$ cat src/rtl/msrr8_ctrl.sv
// msrr8_ctrl: command sequencer driving sel/Sin of the msrr8dff rotate/shift register
module msrr8_ctrl #(
    parameter int WIDTH = 8,
    parameter int AW    = 3
) (
    input  logic             clk,
    input  logic             rst,
    input  logic             start,
    input  logic [1:0]       op,
    input  logic [AW-1:0]    amt,
    input  logic [WIDTH-1:0] load_data,
    output logic [1:0]       sel,
    output logic             sin_out,
    output logic             busy,
    output logic             done
);
    typedef enum logic [2:0] {IDLE, LOAD, ROT2, ROT1, DONE} state_t;
    localparam int CW = $clog2(WIDTH + 1);
    state_t           state_q, state_d;
    logic [WIDTH-1:0] buf_q, buf_d;
    logic [CW-1:0]    cnt_q, cnt_d;
    logic [AW-2:0]    cnt2_q, cnt2_d;
    logic             rem_q, rem_d;
    logic [1:0]       sel_q, sel_d;
    logic             sin_q, sin_d, busy_q, busy_d, done_q, done_d;
    always_comb begin
        state_d = state_q;
        buf_d   = buf_q;
        cnt_d   = cnt_q;
        cnt2_d  = cnt2_q;
        rem_d   = rem_q;
        case (state_q)
            IDLE: if (start) begin
                buf_d   = op == 2'b10 ? load_data : '0;
                cnt_d   = CW'(WIDTH);
                cnt2_d  = amt[AW-1:1];
                rem_d   = amt[0];
                state_d = op[1] ? LOAD :
                          op == 2'b01 && amt[AW-1:1] != '0 ? ROT2 :
                          op == 2'b01 && amt[0] ? ROT1 : DONE;
            end
            LOAD: begin
                buf_d   = buf_q >> 1;
                cnt_d   = cnt_q - 1'b1;
                state_d = cnt_q == CW'(1) ? DONE : LOAD;
            end
            ROT2: begin
                cnt2_d  = cnt2_q - 1'b1;
                state_d = cnt2_q != (AW-1)'(1) ? ROT2 : rem_q ? ROT1 : DONE;
            end
            ROT1:    state_d = DONE;
            DONE:    state_d = IDLE;
            default: state_d = IDLE;
        endcase
        // outputs are registered from the next state so they align with state_q
        sel_d  = state_d == LOAD ? 2'b11 : state_d == ROT2 ? 2'b10 :
                 state_d == ROT1 ? 2'b01 : 2'b00;
        sin_d  = state_d == LOAD && buf_d[0];
        busy_d = state_d != IDLE;
        done_d = state_d == DONE;
    end
    always_ff @(posedge clk) begin
        if (rst) begin
            state_q <= IDLE;
            buf_q   <= '0;
            cnt_q   <= '0;
            cnt2_q  <= '0;
            rem_q   <= 1'b0;
            sel_q   <= 2'b00;
            sin_q   <= 1'b0;
            busy_q  <= 1'b0;
            done_q  <= 1'b0;
        end else begin
            state_q <= state_d;
            buf_q   <= buf_d;
            cnt_q   <= cnt_d;
            cnt2_q  <= cnt2_d;
            rem_q   <= rem_d;
            sel_q   <= sel_d;
            sin_q   <= sin_d;
            busy_q  <= busy_d;
            done_q  <= done_d;
        end
    end
    assign sel     = sel_q;
    assign sin_out = sin_q;
    assign busy    = busy_q;
    assign done    = done_q;
endmodule
$ cat config.mk
export PLATFORM = sky130hd
export DESIGN_NAME = msrr8_ctrl
export DESIGN_NICKNAME = d
export VERILOG_FILES = /design/src/rtl/msrr8_ctrl.sv
export SDC_FILE = /design/constraint.sdc
export NUM_CORES = 1
export LEC_CHECK = 0
export ABC_AREA = 1
export CAP_MARGIN = 20
export CORE_ASPECT_RATIO = 0.5
export CORE_UTILIZATION = 46
export CTS_CLUSTER_SIZE = 20
export DETAILED_ROUTE_END_ITERATION = 12
export PLACE_DENSITY = 0.74
export SKIP_LAST_GASP = 1
export SLEW_MARGIN = 10
export SYNTH_ARGS = -nofsm -noshare
export SYNTH_HDL_FRONTEND = slang
export SYNTH_SLANG_ARGS = --single-unit
$ cat constraint.sdc
create_clock -name clk -period 1.4 [get_ports clk]
set_input_delay 0.28 -clock clk [delete_from_list [all_inputs] [get_ports clk]]
set_output_delay 0.28 -clock clk [all_outputs]
set_load 0.01 [all_outputs]
; After elaboration in Yosys (flattened, before gate mapping)
; Index checks and enable logic that the tools add are counted.
[classes]
n_reduce_logical = 11
eq_ne = 12
add_sub_neg = 2
muxes = 18
[op_table]
columns = cell, n
row1 = two-way mux 3 bit, 7
row2 = two-way mux 8 bit, 2
row3 = one-hot mux 8 bit (2 select lines), 1
row4 = "== test 3 x 2 -> 1 bit, second input constant", 4
row5 = one-hot mux 3 bit (4 select lines), 1
row6 = one-hot mux 4 bit (2 select lines), 1
row7 = "== test 3 x 1 -> 1 bit, second input constant", 2
row8 = two-way mux 2 bit, 3
row9 = AND reduction 2 bit, 3
row10 = nonzero test 2 bit, 3
row11 = "== test 4 x 1 -> 1 bit, second input constant", 1
row12 = two-way mux 4 bit, 1
row13 = one-hot mux 2 bit (2 select lines), 1
row14 = "subtractor 4 x 1 -> 4 bit, second input constant", 1
row15 = "== test 3 bit, second input constant", 1
row16 = logical AND 1 bit, 3
row17 = logical NOT 3 bit, 1
row18 = nonzero test 3 bit, 1
row19 = "== test 2 x 1 -> 1 bit, second input constant", 1
row20 = "== test 2 bit, second input constant", 1
row21 = "inequality test 2 x 1 -> 1 bit, second input constant", 1
row22 = "inequality test 2 bit, second input constant", 1
row23 = "subtractor 2 x 1 -> 2 bit, second input constant", 1
row24 = two-way mux 1 bit, 1
[word_totals]
in_bits = 16
word_cells = 53
reg_bits = 23
output_inout_bits = 5

; Longest topological paths before layout
[depth]
word_depth = 11
ltp_mapped = 10
ltp_nobuf = 10

; Least setup slack after synthesis
; No wires, ideal clock.
[synth_path]
path_type = reg2reg
startpoint = register cnt2_q[1]
endpoint = register busy_q, in the netlist busy
arrival_time_ns = 1.049
stages_incl_launch_ff = 9
required_ns = 1.281
setup_time_ns = 0.119
period_less_slack_ns = 1.168
n_path_buf = 0
setup_slack_ns = 0.232
path_cell_list = dfxtp_1 > inv_1 > ha_1 > inv_1 > nor2_1 > o21ai_0 > nand2_1 > o21ai_1 > nand2_1
[synth_via]
elab_chain_cells = 4
[synth_rtl]
columns = element, line
row1 = from (decl), 22  ; logic [AW-2:0] cnt2_q, cnt2_d;
row2 = from (signal assigned), 77  ; cnt2_q <= cnt2_d;
row3 = inequality test 2 x 1 -> 1 bit, 49  ; state_d = cnt2_q != (AW-1)'(1) ? ROT2 : rem_q ? ROT1 : DONE;
row4 = two-way mux 3 bit, 49
row5 = one-hot mux 3 bit (4 select lines), 32  ; case (state_q)
row6 = nonzero test 3 bit, 59  ; busy_d = state_d != IDLE;
row7 = to (signal assigned), 81  ; busy_q <= busy_d;
row8 = to (decl), 25  ; logic sin_q, sin_d, busy_q, busy_d, done_q, done_d;
; Every way passes these cells.
; A chain may end at the register's enable or synchronous reset.

; Worst setup path after layout
[layout_path]
startpoint = register state_q[2]
endpoint = register sin_q, in the netlist sin_out
[layout_via]
elab_chain_cells = 4
elab_cells_between_ends = 9
classes_between = 4 x eq/ne / 3 x mux / 2 x reduce/logical
[layout_rtl]
columns = element, line
row1 = from (decl), 19  ; state_t state_q, state_d;
row2 = from (signal assigned), 74  ; state_q <= state_d;
row3 = "== test 3 x 2 -> 1 bit, or another cell as far along", 32
row4 = one-hot mux 3 bit (4 select lines), 32
row5 = == test 3 x 1 -> 1 bit, 58  ; sin_d = state_d == LOAD && buf_d[0];
row6 = logical AND 1 bit (*), 58
row7 = to (signal assigned), 80  ; sin_q <= sin_d;
row8 = to (decl), 25
; Every way passes the cells marked *; elsewhere a longest branch is shown, timed or not.

==> results by group <==
Status
  • Outcome: complete, no violations

Power and ir drop
  • Power Dens Cells: 989 nW/um^2
  • Clock group share of total power: 26.4%
  • Net Sw Frac: 30.3%
  • PnR Total Power: between 1500 and 2000 uW
  • Maximum vdd drop: between 0.4 and 0.5 mV
  • Switch Pwr: between 400 and 500 uW
  • Seq pwr share: between 40% and 50%
  • Combinational Power Share: 26.0%
  • Internal Power: around 1100 uW
  • Leakage power: roughly 0.00081 uW

Timing
  • Tmin final: 1320 ps
  • Final period utilization: 94.4%
  • Total negative setup slack: 0 ps
  • Worst Tran Pin Value: 308 ps
  • Max Slew Vio Count: 0
  • Final Hold Vio Count: 0
  • Fmax achieved: around 0.76 GHz
  • Max_slew headroom: 79.4%
  • RSZ-0062 raised after global routing: yes
  • Setup Viol. Count Final: 0
  • Setup Skew: 1.70 ps
  • Worst Setup Slack, final: ~78 ps

Yosys
  • Post-synth EDFFs: 0
  • Syn Nets: 196
  • Number of library cell types mapped by synthesis: 25
  • Cells after synthesis: roughly 180
  • Synth Warn #: 0
  • Synth async-reset ratio: 0%
  • Syn_area_per_cell: 6.91 sq um
  • Post-synthesis cell area: 1220 sq um
  • Synthesized flop and latch total: 23
  • Post-synthesis sequential area ratio: 37.6%
  • Prevailing post-synth register cell: dfxtp_1

Die
  • DIE HEIGHT: 38.5 um
  • Initial core utilization: 51.9%
  • Chip width: 74.9 um
  • Die Area: between 2000 and 3000 sq um
  • Rows: 12
  • Num ports: 21
  • Core Region: 2360 sq um

Critical path
  • Crit Path Max Fanout: 8
  • R2R cell count: 8
  • Req. time, crit path: 1570 ps
  • Worst setup SP type: flip-flop
  • Critical path class: flip-flop to flip-flop
  • Crit. End Element: flip-flop
  • CP Data Arrival Time: around 1500 ps

Routing
  • Drt first pass iters: 4
  • DR vias/cell: around 4.7
  • DRC: 0
  • Final WL: 2710 um
  • Via count: 1135
  • WL per Instance: 11.2 um
  • Routed Antenna Nets: 0
  • Initial detailed-routing violation count: 35

GRT
  • Total grt overflow: 0
  • GRT Total Usage: 22.1%
  • Vias in the first global route: around 1100
  • First-pass GRT wire length: approximately 4500 um
  • Initial antenna violation count: 0
  • Largest net degree at the start of global routing: 13

CTS
  • Worst-skew pair later-pin latency: 260 ps
  • Max Root-Sink Buffers: 2
  • CTS Hold Buffers Added: 0
  • Total clock sinks: 23
  • Htree depth: 1
  • Reg clk slew, reported paths: 80 ps
  • Num CTS Buffers: 3
  • CTS tree: done
  • CTS root buffer: clkbuf_8
  • Post-CTS setup buffer count: 0

Worst hold path
  • Hold WC Path Type: flip-flop to flip-flop
  • Hold path cells: 2

Place
  • DP HPWL: 2110 um
  • Setup WS pre-CTS: -203 ps
  • Port Buffers: 20
  • Placed cell area: approximately 1500 sq um
  • GPL Wtd Cong: approximately 0.87
  • Dpl cells: between 200 and 250

Cells and area
  • Share of layout cells above drive strength 1: 19.9%
  • Ant diodes: 0
  • Layout Cells excl Fill: 241
  • Commonest non-fill, non-tap cell in the layout: nand2_1
  • Syn-to-layout area delta: 28.5%
  • Post-route cell area: 1570 sq um
  • Most frequent cells in the layout: nand2_1 (52), dfxtp_1 (23), inv_1 (21)
  • Final net count: 226

Flow run
  • Max-Cap Viols: 0
==> power groups by stage <==
stage / Clock, uW / Combinational, uW / Sequential, uW
final: 411 / 404 / 740
after floorplan: 0 / 253 / 755
after global routing: 446 / 452 / 745
after detailed placement: 0 / 401 / 754
after CTS: 421 / 400 / 739
after global placement: 0 / 393 / 752
==> cells in the mapped netlist, types with 2 or more instances <==
| master | instances | area (sq um) |
|---|---|---|
| nand2_1 | 52 | 195 |
| nor2_2 | 4 | 25.0 |
| a21oi_1 | 6 | 30.0 |
| nand3_1 | 13 | 65.1 |
| inv_1 | 22 | 82.6 |
| a21oi_2 | 2 | 17.5 |
| buf_6 | 2 | 22.5 |
| inv_2 | 3 | 11.3 |
| nand2_2 | 5 | 31.3 |
| o21ai_0 | 7 | 35.0 |
| ha_1 | 3 | 37.5 |
| nor2_4 | 3 | 33.8 |
| nor2_1 | 21 | 78.8 |
| dfxtp_1 | 23 | 460 |
==> layout make-up <==
type | count | area, sq um
clock buffer | 4 | 45.0
fill | 224 | 785
inverter | 26 | 100
multi-input combinational | 125 | 652
sequential | 23 | 460
tap | 35 | 43.8
timing repair buffer | 28 | 272
==> layer usage <==
metal | wire length (um) | up-vias | track usage [%]
met2 | 1210 | 17 | 38.1
li1 | - | 605 | -
met5 | 0 | - | 0
met3 | 83 | 4 | 5.53
met4 | 26 | 0 | 5.66
met1 | 1390 | 509 | 28.1
==> kinds of logic after synthesis <==
family                   synth area share [%]
AO/OA/AOI/OAI                            8.38
buffers and inverters                    10.4
adder cells (fa/ha/maj)                  3.07
flip-flops                               37.6
AND/OR/NAND/NOR                          40.5
==> per-stage QoR <==
| step | util (%) | hold slack, ps |
|---|---|---|
| 2_1_floorplan | - | 427 |
| 3_3_place_gp | 63.6 | 449 |
| 3_5_place_dp | 63.6 | 465 |
| 4_1_cts | 65.5 | 478 |
| 5_1_grt | 66.7 | 496 |
| 6_report | 66.7 | 473 |
==> flip-flops by register name, indices dropped and copies added (netlist names) <==
signal and flops:
cnt_q 4, rem_q 1, sel 2, busy 1, done 1, state_q 3, sin_out 1, buf_q 8
cnt2_q 2
==> repair_timing <==
action,4_1_cts,5_1_grt
resized for setup,1,12
pin swaps,0,3
setup endpoints to repair,1,10
==> critical path, cell delays in order, from the launching register on <==
cell	delay, ps
dfxtp_1	370
inv_2	100
nand2_2	70
nor2_4	260
nand2_1	100
nand2_1	130
nor2_1	70
nand2_1	80
nor2_2	40
==> worst paths after layout <==
kind / from / to / slack [ps]
min: buf_q[7]$_SDFFE_PP0P_ / buf_q[7]$_SDFFE_PP0P_ / 470
max: state_q[2]$_SDFF_PP0_ / sin_out$_SDFF_PP0_ / 80
max reg2reg: state_q[2]$_SDFF_PP0_ / sin_out$_SDFF_PP0_ / 80
min reg2reg: buf_q[7]$_SDFFE_PP0P_ / buf_q[7]$_SDFFE_PP0P_ / 470
Note: power is estimated with default switching activity, not from simulation.
